<file path="config.mk">
export PLATFORM = sky130hd
export DESIGN_NAME = async_fifo_wr_ctrl_flat
export DESIGN_NICKNAME = d
export VERILOG_FILES = /design/src/rtl/async_fifo_wr_ctrl_if.sv /design/src/rtl/async_fifo_wr_ctrl.sv /design/src/flat_wrapper.sv
export SDC_FILE = /design/constraint.sdc
export NUM_CORES = 1
export LEC_CHECK = 0
export ABC_AREA = 1
export CORE_MARGIN = 5
export CORE_UTILIZATION = 50
export DETAILED_ROUTE_END_ITERATION = 7
export PLACE_DENSITY = 0.76
export SLEW_MARGIN = 20
export SYNTH_ARGS = -nofsm -noshare
export SYNTH_HDL_FRONTEND = slang
export SYNTH_SLANG_ARGS = --single-unit
</file>
<file path="constraint.sdc">
create_clock -name W_CLK -period 3 [get_ports W_CLK]
set_input_delay 0.3 -clock W_CLK [delete_from_list [all_inputs] [get_ports W_CLK]]
set_output_delay 0.3 -clock W_CLK [all_outputs]
set_load 0.1 [all_outputs]
</file>
<file path="src/rtl/async_fifo_wr_ctrl_if.sv">
// Write-side port bundle of the async FIFO controller (W_ALMOST_FULL only with WR_CTRL_ALMOST_FULL_EN).
// master = producer / read-domain side, slave = write controller.
interface async_fifo_wr_ctrl_if #(
    parameter int AW = 3
);
    logic          W_INC;
    logic [AW:0]   r_ptr_gray;
    logic [AW-1:0] w_addr;
    logic [AW:0]   w_ptr_gray;
    logic          W_FULL;
    logic          W_OVERFLOW;
`ifdef WR_CTRL_ALMOST_FULL_EN
    logic          W_ALMOST_FULL;
`endif

    modport master (
        output W_INC,
        output r_ptr_gray,
        input  w_addr,
        input  w_ptr_gray,
        input  W_FULL,
`ifdef WR_CTRL_ALMOST_FULL_EN
        input  W_ALMOST_FULL,
`endif
        input  W_OVERFLOW
    );

    modport slave (
        input  W_INC,
        input  r_ptr_gray,
        output w_addr,
        output w_ptr_gray,
        output W_FULL,
`ifdef WR_CTRL_ALMOST_FULL_EN
        output W_ALMOST_FULL,
`endif
        output W_OVERFLOW
    );
endinterface

</file>
<file path="src/rtl/async_fifo_wr_ctrl.sv">
// Async FIFO write controller: Gray write pointer, read-pointer synchronizer, registered full/sticky overflow (W_ALMOST_FULL under WR_CTRL_ALMOST_FULL_EN).
// Full rises on the filling write edge and falls SYNC_STAGES+1 edges after r_ptr_gray moves; writes while full are dropped and flagged.
module async_fifo_wr_ctrl #(
    parameter int DEPTH        = 8,
    parameter int SYNC_STAGES  = 2,
    parameter int AF_THRESHOLD = DEPTH - 2
) (
    input  logic                W_CLK,
    input  logic                W_RST,
    async_fifo_wr_ctrl_if.slave bus
);
    localparam int AW = $clog2(DEPTH);
    localparam int PW = AW + 1;

    if (DEPTH < 4 || (DEPTH & (DEPTH - 1)) != 0 || SYNC_STAGES < 2 ||
        AF_THRESHOLD < 0 || AF_THRESHOLD > DEPTH) begin : g_bad_param
        $error("async_fifo_wr_ctrl: illegal parameter combination");
    end

    logic [PW-1:0] wbin;
    logic [PW-1:0] wbin_next;
    logic [PW-1:0] wgray_next;
    logic [PW-1:0] wgray_q;
    logic [PW-1:0] rq_sync [SYNC_STAGES];
    logic [PW-1:0] rq_last;
    logic          accept;
    logic          full_q;
    logic          full_next;
    logic          ovf_q;

    assign accept     = bus.W_INC & ~full_q;
    assign wbin_next  = wbin + PW'(accept);
    assign wgray_next = wbin_next ^ (wbin_next >> 1);
    assign rq_last    = rq_sync[SYNC_STAGES-1];
    // Full when the write pointer is exactly one lap ahead: top two Gray bits inverted.
    assign full_next  = (wgray_next == {~rq_last[AW:AW-1], rq_last[AW-2:0]});

    always_ff @(posedge W_CLK) begin
        if (W_RST) begin
            wbin    <= '0;
            wgray_q <= '0;
            full_q  <= 1'b0;
            ovf_q   <= 1'b0;
            for (int i = 0; i < SYNC_STAGES; i++) begin
                rq_sync[i] <= '0;
            end
        end else begin
            wbin    <= wbin_next;
            wgray_q <= wgray_next;
            full_q  <= full_next;
            if (bus.W_INC && full_q) begin
                ovf_q <= 1'b1;
            end
            rq_sync[0] <= bus.r_ptr_gray;
            for (int i = 1; i < SYNC_STAGES; i++) begin
                rq_sync[i] <= rq_sync[i-1];
            end
        end
    end

    assign bus.w_addr     = wbin[AW-1:0];
    assign bus.w_ptr_gray = wgray_q;
    assign bus.W_FULL     = full_q;
    assign bus.W_OVERFLOW = ovf_q;

`ifdef WR_CTRL_ALMOST_FULL_EN
    logic [PW-1:0] rbin;
    logic [PW-1:0] fill;
    logic          af_q;

    // Binary bit i is the XOR of all Gray bits at or above i.
    always_comb begin
        rbin = '0;
        for (int i = 0; i < PW; i++) begin
            rbin[i] = ^(rq_last >> i);
        end
    end

    assign fill = wbin_next - rbin;

    always_ff @(posedge W_CLK) begin
        if (W_RST) begin
            af_q <= 1'b0;
        end else begin
            af_q <= (fill >= PW'(AF_THRESHOLD));
        end
    end

    assign bus.W_ALMOST_FULL = af_q;
`endif
endmodule

</file>
<file path="src/flat_wrapper.sv">
// flat-port wrapper written by rule: the top's interface ports become plain ports
module async_fifo_wr_ctrl_flat 
#(
    parameter int DEPTH        = 8,
    parameter int SYNC_STAGES  = 2,
    parameter int AF_THRESHOLD = DEPTH - 2
)
  (W_CLK, W_RST, bus_W_INC, bus_r_ptr_gray, bus_w_addr, bus_w_ptr_gray, bus_W_FULL, bus_W_OVERFLOW);
  async_fifo_wr_ctrl_if #(.AW(3)) bus_i ();
  input  logic W_CLK;
  input  logic W_RST;
  input wire logic [$bits(bus_i.W_INC)-1:0] bus_W_INC;
  input wire logic [$bits(bus_i.r_ptr_gray)-1:0] bus_r_ptr_gray;
  output wire logic [$bits(bus_i.w_addr)-1:0] bus_w_addr;
  output wire logic [$bits(bus_i.w_ptr_gray)-1:0] bus_w_ptr_gray;
  output wire logic [$bits(bus_i.W_FULL)-1:0] bus_W_FULL;
  output wire logic [$bits(bus_i.W_OVERFLOW)-1:0] bus_W_OVERFLOW;
  assign bus_i.W_INC = bus_W_INC;
  assign bus_i.r_ptr_gray = bus_r_ptr_gray;
  assign bus_w_addr = bus_i.w_addr;
  assign bus_w_ptr_gray = bus_i.w_ptr_gray;
  assign bus_W_FULL = bus_i.W_FULL;
  assign bus_W_OVERFLOW = bus_i.W_OVERFLOW;
  async_fifo_wr_ctrl #(.DEPTH(DEPTH), .SYNC_STAGES(SYNC_STAGES), .AF_THRESHOLD(AF_THRESHOLD)) u_core (.W_CLK(W_CLK), .W_RST(W_RST), .bus(bus_i));
endmodule
</file>
* Word level (Yosys, flattened, before mapping)
Memories as Yosys holds them, arrays and structs flattened. Index checks and enable logic that the tools add are counted. W data, S select, Z words.
Storage, ports and cells: output and inout bits 9, bits of input ports 7, register bits 10, logic and storage cells 19, memory bits (writable) 8, memories 1
Cells by class: mux-type cells 5, bitwise operators 6, reduce and logical (&&, ||, !) cells 1, equality and inequality tests 1, add/subtract/negate cells 1
Memories:
- u_core.rq_sync | depth 2, bits a word 4, read ports 2, clocked after memory_dff 0, write ports 2, line async_fifo_wr_ctrl.sv:24 | logic [PW-1:0] rq_sync [SYNC_STAGES];
Operator list (number):
- $mux W4 | 2
- $add A4 B1 Y4 | 1
- $eq A4 B4 Y1 | 1
- $xor A4 B3 Y4 | 1
- $mux W1 | 3
- $not A2 Y2 | 1
- $or A1 B1 Y1 | 2
- $and A1 B1 Y1 | 1
- $logic_and A1 B1 Y1 | 1
- $not A1 Y1 | 1

* Logic depth before layout (Yosys ltp)
depth after elaboration 5, mapped depth 12, mapped depth without buffers 12

* Worst setup path before layout
OpenSTA, ideal clock, no wires.
kind flip-flop to flip-flop, start point register u_core.full_q, in the netlist u_core.bus.W_FULL, end point register u_core.full_q, in the netlist u_core.bus.W_FULL, cell stages (with the launch flop) 11, buffers on the path 0, arrival 2179 ps, slack 759 ps, required time 2938 ps, cells stage by stage dfxtp_1 > nor2_1 > ha_1 > ha_1 > inv_2 > nand2_1 > nand3_1 > nand3_1 > nor2_2 > nand3_2 > nor2_2
Between the ends: cells in the longest elaborated chain, start to end 5
Ends and longest elaborated chain:
- from (decl) | line async_fifo_wr_ctrl.sv:27 | logic full_q;
- from (signal assigned) | line async_fifo_wr_ctrl.sv:50 | full_q <= full_next;
- $not A1 Y1 | line async_fifo_wr_ctrl.sv:31 | assign accept = bus.W_INC & ~full_q;
- $and A1 B1 Y1 | line async_fifo_wr_ctrl.sv:31
- $add A4 B1 Y4 | line async_fifo_wr_ctrl.sv:32 | assign wbin_next = wbin + PW'(accept);
- via u_core.wbin_next[1] | line async_fifo_wr_ctrl.sv:21 | logic [PW-1:0] wbin_next;
- $xor A4 B3 Y4 | line async_fifo_wr_ctrl.sv:33 | assign wgray_next = wbin_next ^ (wbin_next >> 1);
- $eq A4 B4 Y1 | line async_fifo_wr_ctrl.sv:36 | assign full_next = (wgray_next == {~rq_last[AW:AW-1], rq_last[AW-2:0]});
The timed path passes the listed nets, and every way through them passes these cells. A chain may end at the register's enable or synchronous reset.

* Worst setup path in the final report
start point register u_core.ovf_q, in the netlist u_core.bus.W_OVERFLOW, end point output port bus_W_OVERFLOW
RTL lines:
- from (decl) | line async_fifo_wr_ctrl.sv:29 | logic ovf_q;
- from (signal assigned) | line async_fifo_wr_ctrl.sv:43 | ovf_q <= 1'b0;
- from (signal assigned) | line async_fifo_wr_ctrl.sv:52 | ovf_q <= 1'b1;
- to (decl) | line flat_wrapper.sv:17 | output wire logic [$bits(bus_i.W_OVERFLOW)-1:0] bus_W_OVERFLOW;
No word-level cell between the ends.

==> results.py <==
metrics = {
    "status": {
        "status": "finished, final reports clean",
    },
    "finish": {
        "post-route-util": 0.664,
        "syn2layout_area_growth_pct": 25.0,
        "diodes": 0,
        "layout-drive-gt1-share": 0.182,
        "fin_nets": 120,
    },
    "floorplanning": {
        "dieArea_sq_um": 2250,
        "coreArea_sq_um": 1320,
        "io_pins": 16,
        "std_cell_rows": 13,
        "fp.dieW_microns": 47.4,
        "start_util": 0.531,
        "die_h_microns": 47.4,
    },
    "worst_setup_path": {
        "crit_type": "flop to output port",
        "r2r-end": "u_core.bus.W_FULL$_SDFF_PP0_",
        "path_depth": 1,
        "critPathTopFamily": "buffers and inverters",
        "rr_startpoint": "u_core.bus.W_FULL$_SDFF_PP0_",
        "worst_r2r_path_depth": 10,
        "cp.required_ns": 2.70,
        "critical-path-slowest-cell": "clkdlybuf4s50_1",
        "r2r_slack_ns": 1.35,
        "slowest_delay_ns": 1.14,
        "critPathMaxFanout": 2,
        "crit_chain": "clkdlybuf4s50_1",
        "worstSetupEndpointType": "output port",
        "cp_data_arrival_time_ns": 1.77,
        "worstSetupStartpointType": "flop",
        "path_buf_inv": 1,
    },
    "yosys": {
        "ys_ff_latch": 17,
        "ys_seq_area_frac": 0.487,
        "syn_inst": 93,
        "synthDistinctLibCells": 15,
        "syn_area_sq_um": 699,
        "synth_nets": 102,
        "avgSynthCellArea_sq_um": 7.52,
        "yosysWarnings": 0,
    },
    "route": {
        "drc": 0,
        "first_pass_iters": 4,
        "drt_wl_total_microns": 1160,
        "drtIter0Drc": 5,
        "wl_per_cell_microns": 9.31,
        "vias": 569,
        "antenna_left": 0,
        "via_per_inst": 4.55,
    },
    "place": {
        "place_hpwl_microns": 918,
        "portBuffers": 15,
        "gp_congestion": 0.705,
    },
    "clock_network": {
        "clock_path_buffers": 2,
        "clk_pin_slew_ns": 0.10,
        "insertion_delay_ns": 0.29,
        "ctsHoldBuffers": 0,
        "post_cts_buffers": 0,
        "cts_resized": 0,
        "cts_tree": "yes",
        "ctsHtreeMaxLevel": 1,
        "cts_made_buffers": 3,
        "ctsRootBufferMaster": "clkbuf_4",
        "clock_sinks": 17,
    },
    "timing": {
        "setup_violations": 0,
        "fin_crit_ns": 2.07,
        "maxSlewViolCount": 0,
        "worst_pin_slew_ns": 0.968,
        "hold_viol_final": 0,
        "finalCritPeriodShare": 0.692,
        "rsz0062_at_grt": "false",
        "fmax_ghz": 0.482,
        "finClkSkew_ns": 0.00213,
        "fin_tns_setup_ns": 0,
        "maxSlewHeadroom": 0.353,
    },
    "min_path": {
        "min_to": "u_core.rq_sync[0][4]$_SDFF_PP0_",
        "hold_start": "u_core.rq_sync[0][0]$_SDFF_PP0_",
        "hold_depth": 2,
        "hold_path_class": "flop to flop",
    },
    "pwr": {
        "total_power_w": 0.000484,
        "ir_worst_vdd_mv": 0.371,
        "leakage_nw": 0.423,
        "cellPowerDensity_nw_per_um2": 553,
    },
    "global_routing": {
        "grt_usage": 0.134,
        "grt_pass1_wl_microns": 1990,
        "grt_pass1_vias": 504,
        "grt_start_max_net_pins": 18,
        "grt-ovfl-total": 0,
        "antenna_found_initial": 0,
    },
    "job": {
        "drv_cap": 0,
    },
}
power breakdown:
part	switching [W]	internal, W	leakage (nW)
sequential	0.00000475	0.000237	0.140
combinational	0.0000851	0.0000348	0.266
clock	0.0000719	0.0000496	0.0177
cell families after synthesis:
group	Yosys count	share of synthesized area
buf+inv	21	0.114
compound gates	3	0.0215
flops	17	0.487
fa+ha+maj	2	0.0358
simple gates	50	0.342
placed cells by master, fill, tap and decap left out:
cell type,netlist,layout
nand3_1,9,9
inv_2,1,1
inv_1,18,18
nand4_1,1,1
a21oi_1,3,3
clkinv_2,0,1
nor2_2,2,2
nand3_2,2,2
dfxtp_1,17,17
nand2_2,5,5
ha_1,2,2
nand2_4,1,1
clkbuf_4,0,3
nor2_1,16,16
clkdlybuf4s50_1,0,10
nand2_1,14,14
buf_4,0,5
sequential cells by signal, summed over array words and instances, names as in the netlist:
register	cells
u_core.bus.W_FULL	1
u_core.bus.w_ptr_gray	3
u_core.bus.W_OVERFLOW	1
u_core.wbin	4
u_core.rq_sync	8
layer usage:
layer  up-vias  part of all wire  GRT usage
met4         0             0.036      0.116
met2        13              0.48      0.225
met3         5             0.062     0.0230
met1       237              0.42      0.142
met5         -                 0          0
li1        314                 -          -
how the worst max path moves through the flow:
stage / endpoint / start / slack, ns
floorplan: u_core.bus.W_FULL$_SDFF_PP0_ / u_core.bus.W_FULL$_SDFF_PP0_ / 0.76
global placement: u_core.bus.W_FULL$_SDFF_PP0_ / bus_W_INC / 0.95
detailed placement: u_core.bus.W_FULL$_SDFF_PP0_ / bus_W_INC / 0.88
CTS: bus_W_OVERFLOW / u_core.bus.W_OVERFLOW$_SDFFE_PP0P_ / 0.91
global route: bus_W_OVERFLOW / u_core.bus.W_OVERFLOW$_SDFFE_PP0P_ / 0.87
finish: bus_W_OVERFLOW / u_core.bus.W_OVERFLOW$_SDFFE_PP0P_ / 0.93
area by class of cell:
cell class | instances | area [sq um]
Fill cell | 117 | 443
Timing Repair Buffer | 15 | 138
Clock buffer | 3 | 22.5
Tap cell | 15 | 18.8
Sequential cell | 17 | 340
Inverter | 19 | 71.3
Clock inverter | 1 | 5.00
Multi-Input combinational cell | 55 | 279
cells in the mapped netlist:
cell type	count	area, sq um
a21oi_1	3	15.0
buf_2	1	5.00
clkbuf_1	1	3.75
dfxtp_1	17	340
ha_1	2	25.0
inv_1	18	67.6
inv_2	1	3.75
nand2_1	14	52.6
nand2_2	5	31.3
nand2_4	1	11.3
nand3_1	9	45.0
nand3_2	2	20.0
nand4_1	1	6.26
nor2_1	16	60.1
nor2_2	2	12.5
through the flow:
step           worst slack, ns  instances  hold slack [ns]  cell area (sq um)
2_1_floorplan            0.759         93            0.388                699
3_5_place_dp             0.876        121            0.396                847
4_1_cts                  0.906        125            0.409                875
5_1_grt                  0.875        125            0.424                875
3_3_place_gp             0.951        121            0.389                847
6_report                 0.925        125            0.405                875
Power figures use the tool's default switching activity.
